<file path="src/rtl/uart_stress_engine.sv">
// UART traffic engine: echo FIFO loopback, LFSR pattern generate/check, and saturating error statistics.
// Latency: rx strobe to counter/sticky update 1 cycle; enqueue to tx_v_o 1 cycle.
// Backpressure: tx_v_o is held until tx_ready_and_i; echo bytes arriving with the FIFO full are dropped and counted.
//
// Ports: clk_i/reset_n_i (async active-low); mode_i selects echo/gen/check/gen+check; clear_i zeroes
// statistics; rx_* is the receiver strobe, byte and error qualifiers; tx_v_o/tx_o/tx_ready_and_i is the
// transmitter handshake; *_count_o are saturating counters; sticky_o = {mismatch, overflow, frame, parity};
// timeout_o flags a silent receiver in check modes.
// Optional macro UART_STRESS_TIMEOUT_EN adds the check-mode watchdog; otherwise timeout_o is tied to 0.
module uart_stress_engine #(
    parameter int unsigned data_bits_p      = 8,
    parameter int unsigned buffer_els_p     = 16,
    parameter int unsigned count_width_p    = 16,
    parameter logic [15:0] lfsr_seed_p      = 16'hACE1,
    parameter int unsigned timeout_cycles_p = 1000000
) (
    input  logic                     clk_i,
    input  logic                     reset_n_i,
    input  logic [1:0]               mode_i,
    input  logic                     clear_i,
    input  logic                     rx_v_i,
    input  logic [data_bits_p-1:0]   rx_i,
    input  logic                     rx_parity_error_i,
    input  logic                     rx_frame_error_i,
    output logic                     tx_v_o,
    output logic [data_bits_p-1:0]   tx_o,
    input  logic                     tx_ready_and_i,
    output logic [count_width_p-1:0] rx_count_o,
    output logic [count_width_p-1:0] tx_count_o,
    output logic [count_width_p-1:0] parity_err_count_o,
    output logic [count_width_p-1:0] frame_err_count_o,
    output logic [count_width_p-1:0] overflow_count_o,
    output logic [count_width_p-1:0] mismatch_count_o,
    output logic [3:0]               sticky_o,
    output logic                     timeout_o
);
    localparam int unsigned ptr_w = $clog2(buffer_els_p);

    if (data_bits_p < 5 || data_bits_p > 9 || buffer_els_p < 2 ||
        (buffer_els_p & (buffer_els_p - 1)) != 0 || lfsr_seed_p == 16'h0 ||
        timeout_cycles_p == 0) begin : g_param_check
        $error("uart_stress_engine: illegal parameter combination");
    end

    typedef enum logic [2:0] {DRAIN, ECHO, GEN, CHECK, GENCHK} state_t;

    state_t                 state;
    logic [1:0]             mode_r;
    logic [15:0]            tx_lfsr;
    logic [15:0]            chk_lfsr;
    logic                   gen_pend;   // generator byte offered before a mode change, still owed a handshake
    logic [data_bits_p-1:0] mem [buffer_els_p];
    logic [ptr_w-1:0]       rd_ptr;
    logic [ptr_w-1:0]       wr_ptr;
    logic [ptr_w:0]         fill;

    logic fifo_empty, fifo_full, in_drain, gen_active, chk_active;
    logic good, tx_hs, deq, enq_try, enq, ovf, mismatch, parity_hit, frame_hit;

    function automatic logic [15:0] lfsr_step(input logic [15:0] s);
        return {1'b0, s[15:1]} ^ (s[0] ? 16'hB400 : 16'h0000);
    endfunction

    function automatic logic [count_width_p-1:0] bump(input logic [count_width_p-1:0] c,
                                                      input logic inc, input logic clr);
        if (clr)
            return '0;
        if (inc && c != '1)
            return c + 1'b1;
        return c;
    endfunction

    function automatic state_t mode_state(input logic [1:0] m);
        case (m)
            2'd0:    return ECHO;
            2'd1:    return GEN;
            2'd2:    return CHECK;
            default: return GENCHK;
        endcase
    endfunction

    assign fifo_empty = (fill == '0);
    assign fifo_full  = (fill == (ptr_w + 1)'(buffer_els_p));
    assign in_drain   = (state == DRAIN);
    assign gen_active = (state == GEN) || (state == GENCHK);
    assign chk_active = (state == CHECK) || (state == GENCHK);

    always_comb begin
        tx_v_o = 1'b0;
        tx_o   = mem[rd_ptr];
        case (state)
            ECHO: tx_v_o = !fifo_empty;
            GEN, GENCHK: begin
                tx_v_o = 1'b1;
                tx_o   = tx_lfsr[data_bits_p-1:0];
            end
            DRAIN: begin
                if (gen_pend) begin
                    tx_v_o = 1'b1;
                    tx_o   = tx_lfsr[data_bits_p-1:0];
                end else begin
                    tx_v_o = !fifo_empty;
                end
            end
            default: tx_v_o = 1'b0;
        endcase
    end

    assign tx_hs      = tx_v_o && tx_ready_and_i;
    assign deq        = tx_hs && ((state == ECHO) || (in_drain && !gen_pend));
    assign good       = rx_v_i && !rx_parity_error_i && !rx_frame_error_i;
    assign enq_try    = good && (state == ECHO);
    // A same-cycle dequeue frees the slot, so a full FIFO still accepts the byte.
    assign enq        = enq_try && (!fifo_full || deq);
    assign ovf        = enq_try && fifo_full && !deq;
    assign mismatch   = good && chk_active && (rx_i != chk_lfsr[data_bits_p-1:0]);
    // Bytes arriving while draining only bump rx_count_o.
    assign parity_hit = rx_v_i && rx_parity_error_i && !in_drain;
    assign frame_hit  = rx_v_i && rx_frame_error_i && !in_drain;

    always_ff @(posedge clk_i) begin
        if (enq)
            mem[wr_ptr] <= rx_i;
    end

    always_ff @(posedge clk_i or negedge reset_n_i) begin
        if (!reset_n_i) begin
            state              <= DRAIN;
            mode_r             <= 2'd0;
            tx_lfsr            <= lfsr_seed_p;
            chk_lfsr           <= lfsr_seed_p;
            gen_pend           <= 1'b0;
            rd_ptr             <= '0;
            wr_ptr             <= '0;
            fill               <= '0;
            rx_count_o         <= '0;
            tx_count_o         <= '0;
            parity_err_count_o <= '0;
            frame_err_count_o  <= '0;
            overflow_count_o   <= '0;
            mismatch_count_o   <= '0;
            sticky_o           <= 4'b0000;
        end else begin
            rx_count_o         <= bump(rx_count_o, rx_v_i, clear_i);
            tx_count_o         <= bump(tx_count_o, tx_hs, clear_i);
            parity_err_count_o <= bump(parity_err_count_o, parity_hit, clear_i);
            frame_err_count_o  <= bump(frame_err_count_o, frame_hit, clear_i);
            overflow_count_o   <= bump(overflow_count_o, ovf, clear_i);
            mismatch_count_o   <= bump(mismatch_count_o, mismatch, clear_i);
            sticky_o           <= clear_i ? 4'b0000
                                          : (sticky_o | {mismatch, ovf, frame_hit, parity_hit});

            if (enq)
                wr_ptr <= wr_ptr + 1'b1;
            if (deq)
                rd_ptr <= rd_ptr + 1'b1;
            fill <= fill + (ptr_w + 1)'(enq) - (ptr_w + 1)'(deq);

            if (tx_hs && gen_active)
                tx_lfsr <= lfsr_step(tx_lfsr);
            // Errored bytes still advance the checker so the stream stays aligned.
            if (rx_v_i && chk_active)
                chk_lfsr <= lfsr_step(chk_lfsr);

            case (state)
                DRAIN: begin
                    if (fifo_empty && !gen_pend) begin
                        state    <= mode_state(mode_i);
                        mode_r   <= mode_i;
                        tx_lfsr  <= lfsr_seed_p;
                        chk_lfsr <= lfsr_seed_p;
                    end else if (gen_pend && tx_hs) begin
                        gen_pend <= 1'b0;
                    end
                end
                default: begin
                    if (mode_i != mode_r) begin
                        state    <= DRAIN;
                        gen_pend <= gen_active && !tx_ready_and_i;
                    end
                end
            endcase
        end
    end

`ifdef UART_STRESS_TIMEOUT_EN
    localparam int unsigned wd_w = $clog2(timeout_cycles_p + 1);
    logic [wd_w-1:0] wd_cnt;

    // Outside check states the counter is held at zero, so entering a check mode restarts it.
    always_ff @(posedge clk_i or negedge reset_n_i) begin
        if (!reset_n_i) begin
            wd_cnt    <= '0;
            timeout_o <= 1'b0;
        end else begin
            if (clear_i)
                timeout_o <= 1'b0;
            if (!chk_active || rx_v_i || clear_i) begin
                wd_cnt <= '0;
            end else if (wd_cnt != wd_w'(timeout_cycles_p)) begin
                wd_cnt <= wd_cnt + 1'b1;
                if (wd_cnt == wd_w'(timeout_cycles_p - 1))
                    timeout_o <= 1'b1;
            end
        end
    end
`else
    assign timeout_o = 1'b0;
`endif

endmodule

</file>
<file path="config.mk">
export PLATFORM = sky130hd
export DESIGN_NAME = uart_stress_engine
export DESIGN_NICKNAME = d
export VERILOG_FILES = /design/src/rtl/uart_stress_engine.sv
export SDC_FILE = /design/constraint.sdc
export NUM_CORES = 1
export LEC_CHECK = 0
export ABC_AREA = 1
export CORE_MARGIN = 2
export CORE_UTILIZATION = 50
export CTS_CLUSTER_SIZE = 20
export DETAILED_ROUTE_END_ITERATION = 10
export PLACE_DENSITY = 0.77
export SYNTH_ARGS = -nofsm -noshare
export SYNTH_HDL_FRONTEND = slang
export SYNTH_SLANG_ARGS = --single-unit
</file>
<file path="constraint.sdc">
create_clock -name clk_i -period 2.55 [get_ports clk_i]
set_clock_uncertainty 0.1 [all_clocks]
set_input_delay 0.255 -clock clk_i [delete_from_list [all_inputs] [get_ports clk_i]]
set_output_delay 0.255 -clock clk_i [all_outputs]
set_load 0.02 [all_outputs]
</file>
# ---- Word level (Yosys, flattened, before mapping)
# Memories as Yosys holds them, arrays and structs flattened.
# Cells that the tools add are included.
dict set report classes {
  addsub 10
  multipliers 0
  n_div 0
  order_cmp 0
  n_eq_ne 18
  n_shift 0
  muxes 55
  n_bitwise 3
  reduce_logical 52
}
# cell n
set op_table {}
lappend op_table {{two-way mux 16 bit} 27}
lappend op_table {{adder 16 x 1 -> 16 bit, second input constant} 6}
lappend op_table {{!= test 16 bit, second input constant} 6}
lappend op_table {{XOR 15 x 16 -> 16 bit} 2}
lappend op_table {{logical AND 1 bit} 26}
lappend op_table {{two-way mux 1 bit} 20}
lappend op_table {{one-hot mux 8 bit (2 select lines)} 1}
lappend op_table {{nonzero test 2 bit} 7}
lappend op_table {{two-way mux 3 bit} 3}
lappend op_table {{one-hot mux 3 bit (3 select lines)} 1}
lappend op_table {{adder 4 x 1 -> 4 bit, second input constant} 2}
lappend op_table {{zero test 1 bit} 8}
lappend op_table {{two-way mux 8 bit} 1}
lappend op_table {{!= test 8 bit} 1}
lappend op_table {{== test 3 x 2 -> 1 bit, second input constant} 2}
lappend op_table {{adder 5 x 1 -> 5 bit} 1}
lappend op_table {{== test 5 bit, second input constant} 1}
lappend op_table {{zero test 5 bit} 1}
lappend op_table {{subtractor 5 x 1 -> 5 bit} 1}
lappend op_table {{logical OR 1 bit} 4}
lappend op_table {{two-way mux 4 bit} 1}
lappend op_table {{!= test 2 x 1 -> 1 bit, second input constant} 2}
lappend op_table {{OR 4 bit} 1}
lappend op_table {{AND reduction 2 bit} 2}
lappend op_table {{other kinds (11)} 11}
dict set report word_totals {
  reg_bits 151
  latch_bits 0
  ramBits 128
  mem_bits_ro 0
  inputBits 17
  output_inout_bits 110
  elab_cells 154
  memories 1
}
# memory depth width read_ports rd_ports_with_merged_regs wr line
set mem_list {}
lappend mem_list {mem 16 8 1 0 1 52} ;# logic [data_bits_p-1:0] mem [buffer_els_p];

# ---- Logic depth before layout (Yosys ltp)
# Gate-level depths: netlist (run 1).
dict set report logic_depth {
  word_depth 13
  depth_mapped 17
  ltp_nobuf 16
}

# ---- Least setup slack after synthesis (run 1)
# OpenSTA, ideal clock, no wires.
dict set report synth_path {
  path_kind {reg2reg}
  startpoint {reg fill[2]}
  endpoint {reg fill[4]}
  setup_time_ns 0.079
  arrival_ns 2.587
  t_required_ns 2.371
  path_slack_ns -0.216
  stages_incl_launch_ff 18
  n_path_buf 1
  period_less_slack_ns 2.766
  path_cell_list {dfrtp_1 -> inv_1 -> ha_1 -> nand3_1 -> nand2_1 -> nand2_4 -> nand3_4 -> nand2_4 -> nand2_4 -> buf_6 -> ha_1 -> inv_1 -> ha_1 -> fa_1 -> a21oi_1 -> nor2_1 -> nor2_1 -> xor2_1}
}
dict set report synth_via {
  elab_chain_cells 10
  word_cells_on_any_way 12
  classes_between {add/sub: 2; eq/ne: 1; mux: 2; reduce/logical: 7}
}
# item line
set synth_lines {}
lappend synth_lines {{start, declared} 55} ;# logic [ptr_w:0] fill;
lappend synth_lines {{start signal, assigned} 157} ;# fill <= fill + (ptr_w + 1)'(enq) - (ptr_w + 1)'(deq);
lappend synth_lines {{zero test 5 bit (*)} 82} ;# assign fifo_empty = (fill == '0);
lappend synth_lines {{zero test 1 bit (*)} {92, 102}}
lappend synth_lines {{two-way mux 1 bit} 98} ;# if (gen_pend) begin
lappend synth_lines {{one-hot mux 1 bit (3 select lines) (*)} 91} ;# case (state)
lappend synth_lines {{net tx_v_o} 25} ;# output logic tx_v_o,
lappend synth_lines {{logical AND 1 bit (*)} 109} ;# assign tx_hs = tx_v_o && tx_ready_and_i;
lappend synth_lines {{logical AND 1 bit (*)} 110} ;# assign deq = tx_hs && ((state == ECHO) || (in_drain && !gen_pend));
lappend synth_lines {{logical OR 1 bit} 114} ;# assign enq = enq_try && (!fifo_full || deq);
lappend synth_lines {{logical AND 1 bit} 114}
lappend synth_lines {{adder 5 x 1 -> 5 bit} 157}
lappend synth_lines {{subtractor 5 x 1 -> 5 bit (*)} 157}
# Mark *: on every way through the listed nets, which the timed path passes. The rest lies on a longest branch.
# A chain may end at the register's enable or synchronous reset.

# ---- Worst setup path after layout (run 1)
dict set report layout_path {
  startpoint {reg rd_ptr[0]}
  endpoint {out tx_o[2]}
}
dict set report layout_via {
  elab_chain_cells 3
}
# item line
set layout_lines {}
lappend layout_lines {{start, declared} 53} ;# logic [ptr_w-1:0] rd_ptr;
lappend layout_lines {{start signal, assigned} 156} ;# rd_ptr <= rd_ptr + 1'b1;
lappend layout_lines {{memory read (16 x 8 bit) (*)} --}
lappend layout_lines {{two-way mux 8 bit} 98}
lappend layout_lines {{one-hot mux 8 bit (2 select lines) (*)} 91}
lappend layout_lines {{end, declared} 26} ;# output logic [data_bits_p-1:0] tx_o,
# Mark *: on every way between the ends. The rest lies on a longest branch, timed or not.

==> results of run 1 <==
==> worst max-delay path: stages, from the launching register on <==
cell	delay, ns
dfrtp_2	0.51
inv_8	0.16
buf_12	0.13
buf_16	0.13
nor2_2	0.04
o211ai_1	0.22
nand3_1	0.18
nand2_1	0.10
nand2_1	0.07
nand2_2	0.09
buf_6	0.11
==> cell families after synthesis <==
group           count (synthesis)  share of synthesized area
compound gates                173                     0.0705
other cells                     1                   0.000265
flops                         279                      0.539
simple gates                  859                      0.270
buf+inv                       189                     0.0562
xor+xnor                       72                     0.0445
fa+ha+maj                      21                     0.0191
==> worst max path at each step <==
| stage | startpoint | to | slack [ns] | cells after the start |
|---|---|---|---|---|
| 2_1_floorplan | state[1]$_DFFE_PN0P_ | fill[4]$_DFF_PN0_ | -0.12 | 15 |
| 5_1_grt | rd_ptr[0]$_DFFE_PN0N_ | tx_o[2] | -0.14 | 10 |
| 3_3_place_gp | rx_v_i | fill[4]$_DFF_PN0_ | -0.21 | 15 |
| 4_1_cts | rd_ptr[0]$_DFFE_PN0N_ | tx_o[4] | -0.09 | 8 |
| 6_report | rd_ptr[0]$_DFFE_PN0N_ | tx_o[2] | -0.08 | 10 |
| 3_5_place_dp | rx_v_i | fill[4]$_DFF_PN0_ | -0.23 | 15 |
==> registers in the layout (all words and copies together), names as in the netlist <==
signal              cells
chk_lfsr               16
fill                    5
frame_err_count_o      16
gen_pend                1
mem                   128
mismatch_count_o       16
mode_r                  2
overflow_count_o       16
parity_err_count_o     16
rd_ptr                  4
rx_count_o             16
state                   3
sticky_o                4
tx_count_o             16
tx_lfsr                16
wr_ptr                  4
==> power by group <==
group | internal, mW | switching [mW] | total, mW
clock network | 2.49 | 1.77 | 4.26
registers | 5.25 | 0.419 | 5.67
logic | 2.58 | 3.69 | 6.27
total | 10.3 | 5.88 | 16.2
==> metal layers <==
| layer | routed length (um) | share of wire | global-route usage |
|---|---|---|---|
| met2 | 17900 | 0.47 | 0.410 |
| met4 | 1100 | 0.029 | 0.0698 |
| met1 | 15600 | 0.41 | 0.333 |
| met3 | 3230 | 0.085 | 0.0476 |
| met5 | 0 | 0 | 0 |
==> layout make-up <==
cell class / count / area, um2 / share of cell area
multi-input cells: 1126 / 5930 / 0.335
repair buffers: 208 / 2170 / 0.123
clock buffers: 45 / 883 / 0.0500
well taps: 378 / 473 / 0.0268
inverters: 127 / 487 / 0.0275
clock inverters: 11 / 86.3 / 0.00489
flip-flops and latches: 279 / 7650 / 0.433
==> cells in the final DEF, fill, tap and decap left out, types with 3 or more instances in the layout <==
cell type,instances
a21oi_1,19
a21oi_2,3
a31o_2,5
buf_12,11
buf_4,64
buf_6,9
clkbuf_1,9
clkbuf_16,38
clkbuf_8,3
clkdlybuf4s50_1,115
clkinv_1,5
clkinv_2,5
dfrtp_1,132
dfrtp_2,3
dfstp_2,16
edfxtp_1,128
ha_1,17
ha_4,3
inv_1,112
inv_2,10
nand2_1,340
nand2_2,13
nand2_4,5
nand3_1,165
nand3_2,18
nand3b_1,5
nand4_1,53
nor2_1,197
nor2_2,14
nor2_4,7
nor3_1,32
o211ai_1,32
o21a_1,3
o21ai_0,67
o21ai_1,34
o21ai_2,3
or2_2,4
xnor2_1,24
xor2_1,48
==> timing repair <==
action / CTS / global route
setup buffers: 2 / 11
gates cloned: 3 / 7
hold endpoints to repair: 50 / 0
endpoints found under the setup margin: 9 / 9
pin swaps: 12 / 54
hold buffers: 1 / 0
resized for setup: 42 / 86
==> flow_summary.yaml, run 1 <==
layout:
  finalNonFillerCells: 2174
  nNetsFinal: 1810
  syn2layout_area_growth_pct: 24.7
  final_util: 0.634
  fin_area_mm2: 0.0177
  fillers: 2209
  n_antenna_cell: 0
  layout-drive-gt1-share: 0.140
timing:
  hold_viol_final: 0
  relSlewSlack: 0.480
  rsz0062_at_grt: "yes"
  max_freq_mhz: 380
  setup_viol: 5
  tightest_slew_ns: 0.777
  setup_slack_ns: -0.0842
  hold_ws_ns: 0.136
  maxSlewViolCount: 0
  fin_crit_sh: 1.03
  min_period_ns: 2.63
  setup-tns-final_ns: -0.257
synthesis:
  synth_most_common_cell: "nand2_1"
  syn_inst: 1594
  netlist.area_leader.share: 0.271
  synth_enable_flop_cells: 128
  ys.flop_type: "dfrtp_1"
  avgSynthCellArea_um2: 8.89
  synthArstFlopShare: 0.541
  yosysSeqAreaShare: 0.539
  synth_cell_types: 45
  synthTopCellsByCount: "346 x nand2_1, 209 x nor2_1, 180 x nand3_1"
  yosysWarnings: 0
  ys_ff_latch: 279
  yosys-top-cells-area: "edfxtp_1 27%, dfrtp_1 24%, nand2_1 9.2%"
  syn_area_mm2: 0.0142
  synthesis.nets: 1632
  yosysTopAreaCell: "edfxtp_1"
routing:
  routed_wl_um: 37900
  drtPass1Iterations: 7
  vias: 12036
  ant_nets: 0
  drc: 0
  wl_per_cell_um: 17.4
  via_per_inst: 5.54
  drt_first_iter_violations: 1125
cts:
  cts.sinks: 279
  clockBufferDepth: 3
  cts_buffers: 30
  clockRootBuffer: "clkbuf_16"
  h-tree-depth: 1
  clk_latency_ns: 0.55
  path_clk_slew_ns: 0.06
  cts_tree: "done"
worst_setup_path:
  reg2reg_from: "fill[2]$_DFF_PN0_"
  cp-end-kind: "primary output"
  ff2ff_setup_slack_ns: 0.04
  reg2reg_to: "fill[4]$_DFF_PN0_"
  criticalPathCategory: "reg -> out"
  arrival_ns: 2.28
  worstPathMaxFanout: 8
  rr_worst_depth: 16
  crit_path_start_kind: "register"
  required_ns: 2.19
outcome:
  violations: "setup timing"
  status: "complete, but fails checks"
global_routing:
  antenna_found_initial: 0
  grt_max_degree: 53
  grt_pass1_vias: 11393
  grt_pass1_wl_um: 58500
  grt.overflow.total: 0
  grt_util_all_layers: 0.248
floorplanning:
  top_level_ports: 127
  die_h_um: 172
  core_mm2: 0.0279
  placementRows: 61
  initial_core_util: 0.509
  die_area_mm2: 0.0297
  chipWidth_um: 172
run:
  maxCapViolCount: 0
place:
  place.gp.congestion: 0.932
  port_buffers: 125
  dp.cells: 2095
  dpl.hpwl_um: 24000
  preCtsSetupSlack_ns: -0.234
  dpl_cell_area_mm2: 0.0162
min_path:
  min_path_type: "in -> async"
power_and_ir_drop:
  p_total_mw: 16.2
  ir_drop_mv: 0.728
  power_density_mw_per_mm2: 917
  p_leak_nw: 7.41
Power figures use the tool's default switching activity.
==> run 2: changes to the inputs <==
Settings changed: CORE_ASPECT_RATIO set to 0.8, MAX_ROUTING_LAYER set to met4.
==> run 2 against run 1 <==
Effect of this change:
- maximum frequency grew 3.9%
- clock power grew 5.6%
- cell area fell by 0.98%
- the flow now finishes without violations
- largest cell class unchanged
==> flow_summary.yaml, run 2 (synthesized netlist as in run 1, its figures left out) <==
cts:
  clk_latency_ns: 0.56
  cts_tree: "done"
  path_clk_slew_ns: 0.06
  h-tree-depth: 1
  clockBufferDepth: 3
  cts.sinks: 279
  cts_buffers: 29
  clockRootBuffer: "clkbuf_16"
outcome:
  status: "completed"
global_routing:
  grt_util_all_layers: 0.246
  grt_max_degree: 91
  antenna_found_initial: 1
  grt_pass1_vias: 11087
  grt_pass1_wl_um: 57200
  grt.overflow.total: 0
floorplanning:
  initial_core_util: 0.505
  die_h_um: 155
  chipWidth_um: 192
  top_level_ports: 127
  placementRows: 55
  die_area_mm2: 0.0297
  core_mm2: 0.0281
routing:
  drt_first_iter_violations: 973
  routed_wl_um: 35800
  wl_per_cell_um: 16.6
  vias: 11832
  drtPass1Iterations: 5
  via_per_inst: 5.48
  drc: 0
  ant_nets: 0
worst_setup_path:
  worstPathMaxFanout: 26
  cp-end-kind: "primary output"
  arrival_ns: 2.18
  criticalPathCategory: "reg -> out"
  required_ns: 2.19
  crit_path_start_kind: "register"
timing:
  rsz0062_at_grt: "yes"
  min_period_ns: 2.54
  max_freq_mhz: 394
  setup_viol: 0
  fin_crit_sh: 0.995
  hold_viol_final: 0
  tightest_slew_ns: 0.794
  maxSlewViolCount: 0
  setup-tns-final_ns: 0
  relSlewSlack: 0.469
layout:
  final_util: 0.623
  top_register: "mem"
  syn2layout_area_growth_pct: 23.5
  nNetsFinal: 1802
  layout-drive-gt1-share: 0.133
  final_cell_mix: "335 x nand2_1, 202 x nor2_1, 171 x nand3_1"
  largest_register_ffs: 128
  final_common_cell: "nand2_1"
min_path:
  min_path_type: "in -> async"
place:
  place.gp.congestion: 0.935
  dpl.hpwl_um: 23800
  port_buffers: 125
power_and_ir_drop:
  power_density_mw_per_mm2: 916
  p_leak_nw: 7.32
  ir_drop_mv: 1.04
run:
  maxCapViolCount: 0
## run 2: timing repair
item / in CTS / in global routing
hold endpoints to repair: 52 / 0
hold buffers: 1 / 0
gates resized for setup: 49 / 71
cloned: 2 / 1
endpoints found under the setup margin: 10 / 10
pin swaps: 11 / 25
buffers inserted: 7 / 2
## run 2: critical path, stage by stage, from the launching register on
cell	delay, ns
dfrtp_2	0.47
buf_4	0.17
buf_12	0.15
o211ai_1	0.25
o211ai_1	0.16
nand3_2	0.10
nand2_2	0.05
nand2_1	0.06
nand2_1	0.07
buf_4	0.16
## run 2: stage by stage
step / instance area [um2] / setup slack [ns] / power, mW / instances / hold WS (ns)
after global placement: 16200 / -0.231 / 10.7 / 2091 / 0.192
after detailed placement: 16200 / -0.277 / 10.9 / 2091 / 0.205
after floorplan: 14200 / -0.120 / 9.00 / 1594 / -0.141
final: 17500 / 0.0139 / 16.0 / 2158 / 0.168
after global routing: 17500 / -0.0778 / 16.9 / 2158 / 0.245
after CTS: 17300 / 0.000608 / 15.6 / 2155 / 0.182
## run 2: per-layer routing
layer | global-route usage | vias to the layer above | wire length [um]
li1 | - | 5705 | -
met1 | 0.353 | 5660 | 16300
met2 | 0.369 | 389 | 16500
met3 | 0.0290 | 78 | 1950
met4 | 0.0756 | 0 | 1140
met5 | - | - | 0
## run 2: cell type report
class                           count  area [um2]
Fill cell                        2287       10600
Clock inverter                     21         262
Tap cell                          370         463
Inverter                          127         488
Antenna cell                        1        2.50
Timing Repair Buffer              201        2000
Sequential cell                   279        7650
Clock buffer                       33         761
Multi-Input combinational cell   1126        5880
## run 2: final timing paths
kind                                       startpoint                                end  slack [ns]  depth (start not counted)
worst max-delay path            rd_ptr[0]$_DFFE_PN0N_                            tx_o[0]        0.01                          9
worst min-delay path                        reset_n_i  parity_err_count_o[8]$_DFFE_PN0P_        0.17                          2
worst max register to register      fill[2]$_DFF_PN0_                  fill[4]$_DFF_PN0_        0.02                         16
worst min register to register   tx_lfsr[8]$_DFF_PN0_               tx_lfsr[7]$_DFF_PN1_        0.39                          2
max in group asynchronous                   reset_n_i               tx_lfsr[7]$_DFF_PN1_        1.40                          3
min in group clk_i                            rx_i[1]                mem[1][1]$_DFFE_PP_        0.32                          1
## run 2: power by group
group | internal, mW | switching, mW
Combinational | 2.34 | 3.53
Sequential | 5.25 | 0.410
Clock | 2.74 | 1.76
==> run 3: changes to the inputs <==
Settings changed: CORE_UTILIZATION 50 to 53, PLACE_DENSITY 0.77 to 0.8, SLEW_MARGIN set to 20.
==> run 3 against run 2 <==
Effect of this change:
- final cell count shrank 0.70%
- wire length grew 3.1%
- critical path depth is the same
- critical endpoint is now tx_o[3]
- power shrank 0.97%
- combinational power grew 1%
- worst setup slack lost 0.0079 ns
- cell area shrank 0.55%
- sequential share of layout area grew 0.24 points
==> flow_summary.yaml, run 3 (synthesized netlist as in run 1, its figures left out) <==
power_and_ir_drop:
  power_frac_comb: 0.374
  p_leak_nw: 7.30
  switchingPower_mw: 5.78
  p_total_mw: 15.9
  power_density_mw_per_mm2: 912
  p_seq_frac: 0.359
  p_int_mw: 10.1
  ir_drop_mv: 0.715
  p_clk_frac: 0.267
  swShare: 0.364
routing:
  drtPass1Iterations: 5
  via_per_inst: 5.65
  wl_per_cell_um: 17.2
  drt_first_iter_violations: 1255
  vias: 12101
  drc: 0
  routed_wl_um: 36900
  ant_nets: 0
place:
  preCtsSetupSlack_ns: -0.227
  place.gp.congestion: 0.911
  port_buffers: 125
  dpl.hpwl_um: 24400
timing:
  setup_slack_ns: 0.00609
  hold_viol_final: 0
  max_freq_mhz: 393
  min_period_ns: 2.54
  setup_viol: 0
  tightest_slew_ns: 0.848
  relSlewSlack: 0.432
  rsz0062_at_grt: "yes"
  hold_ws_ns: 0.145
  maxSlewViolCount: 0
  fin_crit_sh: 0.998
worst_setup_path:
  arrival_ns: 2.19
  critical_path.cell_chain: "buf_6 > clkbuf_16 > o21ai_0 > o211ai_1 > nand3_1 > nand2_1 > nand2_1 > nand2_1 > buf_4"
  criticalPathCategory: "reg -> out"
  cpPeakStageDelay_ns: 0.47
  worstPathMaxFanout: 18
  cp_slowest_cell: "dfrtp_2"
  cp_common_cell: "nand2_1"
  crit_path_start_kind: "register"
  critPathBufInv: 3
  cp-end-kind: "primary output"
  cp_top_family: "buffers and inverters"
  required_ns: 2.19
global_routing:
  grt_util_all_layers: 0.265
  grt.overflow.total: 0
  antenna_found_initial: 0
  grt_pass1_vias: 11399
  grt_pass1_wl_um: 58600
  grt_max_degree: 90
cts:
  h-tree-depth: 1
  clockBufferDepth: 3
  cts_buffers: 29
  clk_latency_ns: 0.55
  path_clk_slew_ns: 0.06
  clockRootBuffer: "clkbuf_16"
  cts_tree: "done"
  cts.sinks: 279
layout:
  syn2layout_area_growth_pct: 22.8
  layout-drive-gt1-share: 0.129
  final_util: 0.663
  nNetsFinal: 1802
  largest_register_ffs: 128
  final_cell_mix: "335 x nand2_1, 205 x nor2_1, 175 x nand3_1"
  n_antenna_cell: 0
  top_register: "mem"
  final_common_cell: "nand2_1"
floorplanning:
  top_level_ports: 127
  die_h_um: 150
  initial_core_util: 0.539
  core_mm2: 0.0263
  placementRows: 53
  die_area_mm2: 0.0281
  chipWidth_um: 187
outcome:
  status: "completed"
min_path:
  min_path_type: "in -> async"
run:
  maxCapViolCount: 0
run 3: path summary, 6_finish.rpt:
check,start,endpoint,slack [ns],cells after the start
setup / recovery,rd_ptr[0]$_DFFE_PN0N_,tx_o[3],0.006,9
hold / removal,reset_n_i,parity_err_count_o[8]$_DFFE_PN0P_,0.14,2
setup reg to reg,fill[2]$_DFF_PN0_,fill[4]$_DFF_PN0_,0.04,16
hold reg to reg,tx_lfsr[15]$_DFF_PN1_,tx_lfsr[15]$_DFF_PN1_,0.39,2
max in group asynchronous,reset_n_i,chk_lfsr[0]$_DFF_PN1_,1.45,3
min in group clk_i,rx_i[3],mem[1][3]$_DFFE_PP_,0.32,1
run 3: what timing repair did:
item	4_1_cts	5_1_grt
gates cloned	1	6
pin swaps	5	28
endpoints found under the setup margin	10	9
buffers inserted	0	7
resized for setup	43	66
hold buffers	1	0
endpoints found under the hold margin	55	0
run 3: power by group through the flow:
stage / clock network [mW] / logic (mW) / registers (mW)
2_1_floorplan: 0 / 3.36 / 5.64
3_3_place_gp: 0 / 4.94 / 5.73
3_5_place_dp: 0 / 5.14 / 5.76
4_1_cts: 4.29 / 5.12 / 5.68
5_1_grt: 4.46 / 6.49 / 5.75
6_report: 4.24 / 5.93 / 5.69
run 3: area by class of cell:
| class | instances | area [um2] |
|---|---|---|
| Fill cell | 2042 | 8860 |
| Sequential cell | 279 | 7650 |
| Multi-Input combinational cell | 1126 | 5840 |
| Timing Repair Buffer | 201 | 2030 |
| Clock buffer | 39 | 818 |
| Inverter | 127 | 484 |
| Tap cell | 357 | 447 |
| Clock inverter | 14 | 138 |
run 3: per-layer routing:
layer | part of all wire | global-route usage | vias to the layer above
li1 | - | - | 5709
met1 | 0.44 | 0.372 | 5751
met2 | 0.45 | 0.404 | 546
met3 | 0.078 | 0.0375 | 95
met4 | 0.031 | 0.0778 | 0
met5 | 0 | - | -
run 3: stage by stage:
stage,TNS [ns],area [um2],std cells
after floorplan,-0.120,14200,1594
after global placement,-0.322,16100,2075
after detailed placement,-0.327,16100,2075
after CTS,-0.0260,17100,2130
after global routing,-0.472,17400,2143
final,0,17400,2143
run 3: worst reg2reg max path, cell delays in order (launching register included):
cell and delay, ns:
dfrtp_1 0.35, inv_1 0.06, ha_2 0.19, nand3_2 0.08
nand2_2 0.07, nand2_4 0.08, nand3_4 0.11, nand2_4 0.09
nand2_4 0.05, ha_4 0.26, inv_2 0.03, ha_4 0.15
fa_2 0.34, a21oi_2 0.13, nor2_1 0.05, nor2_1 0.13
xor2_1 0.15
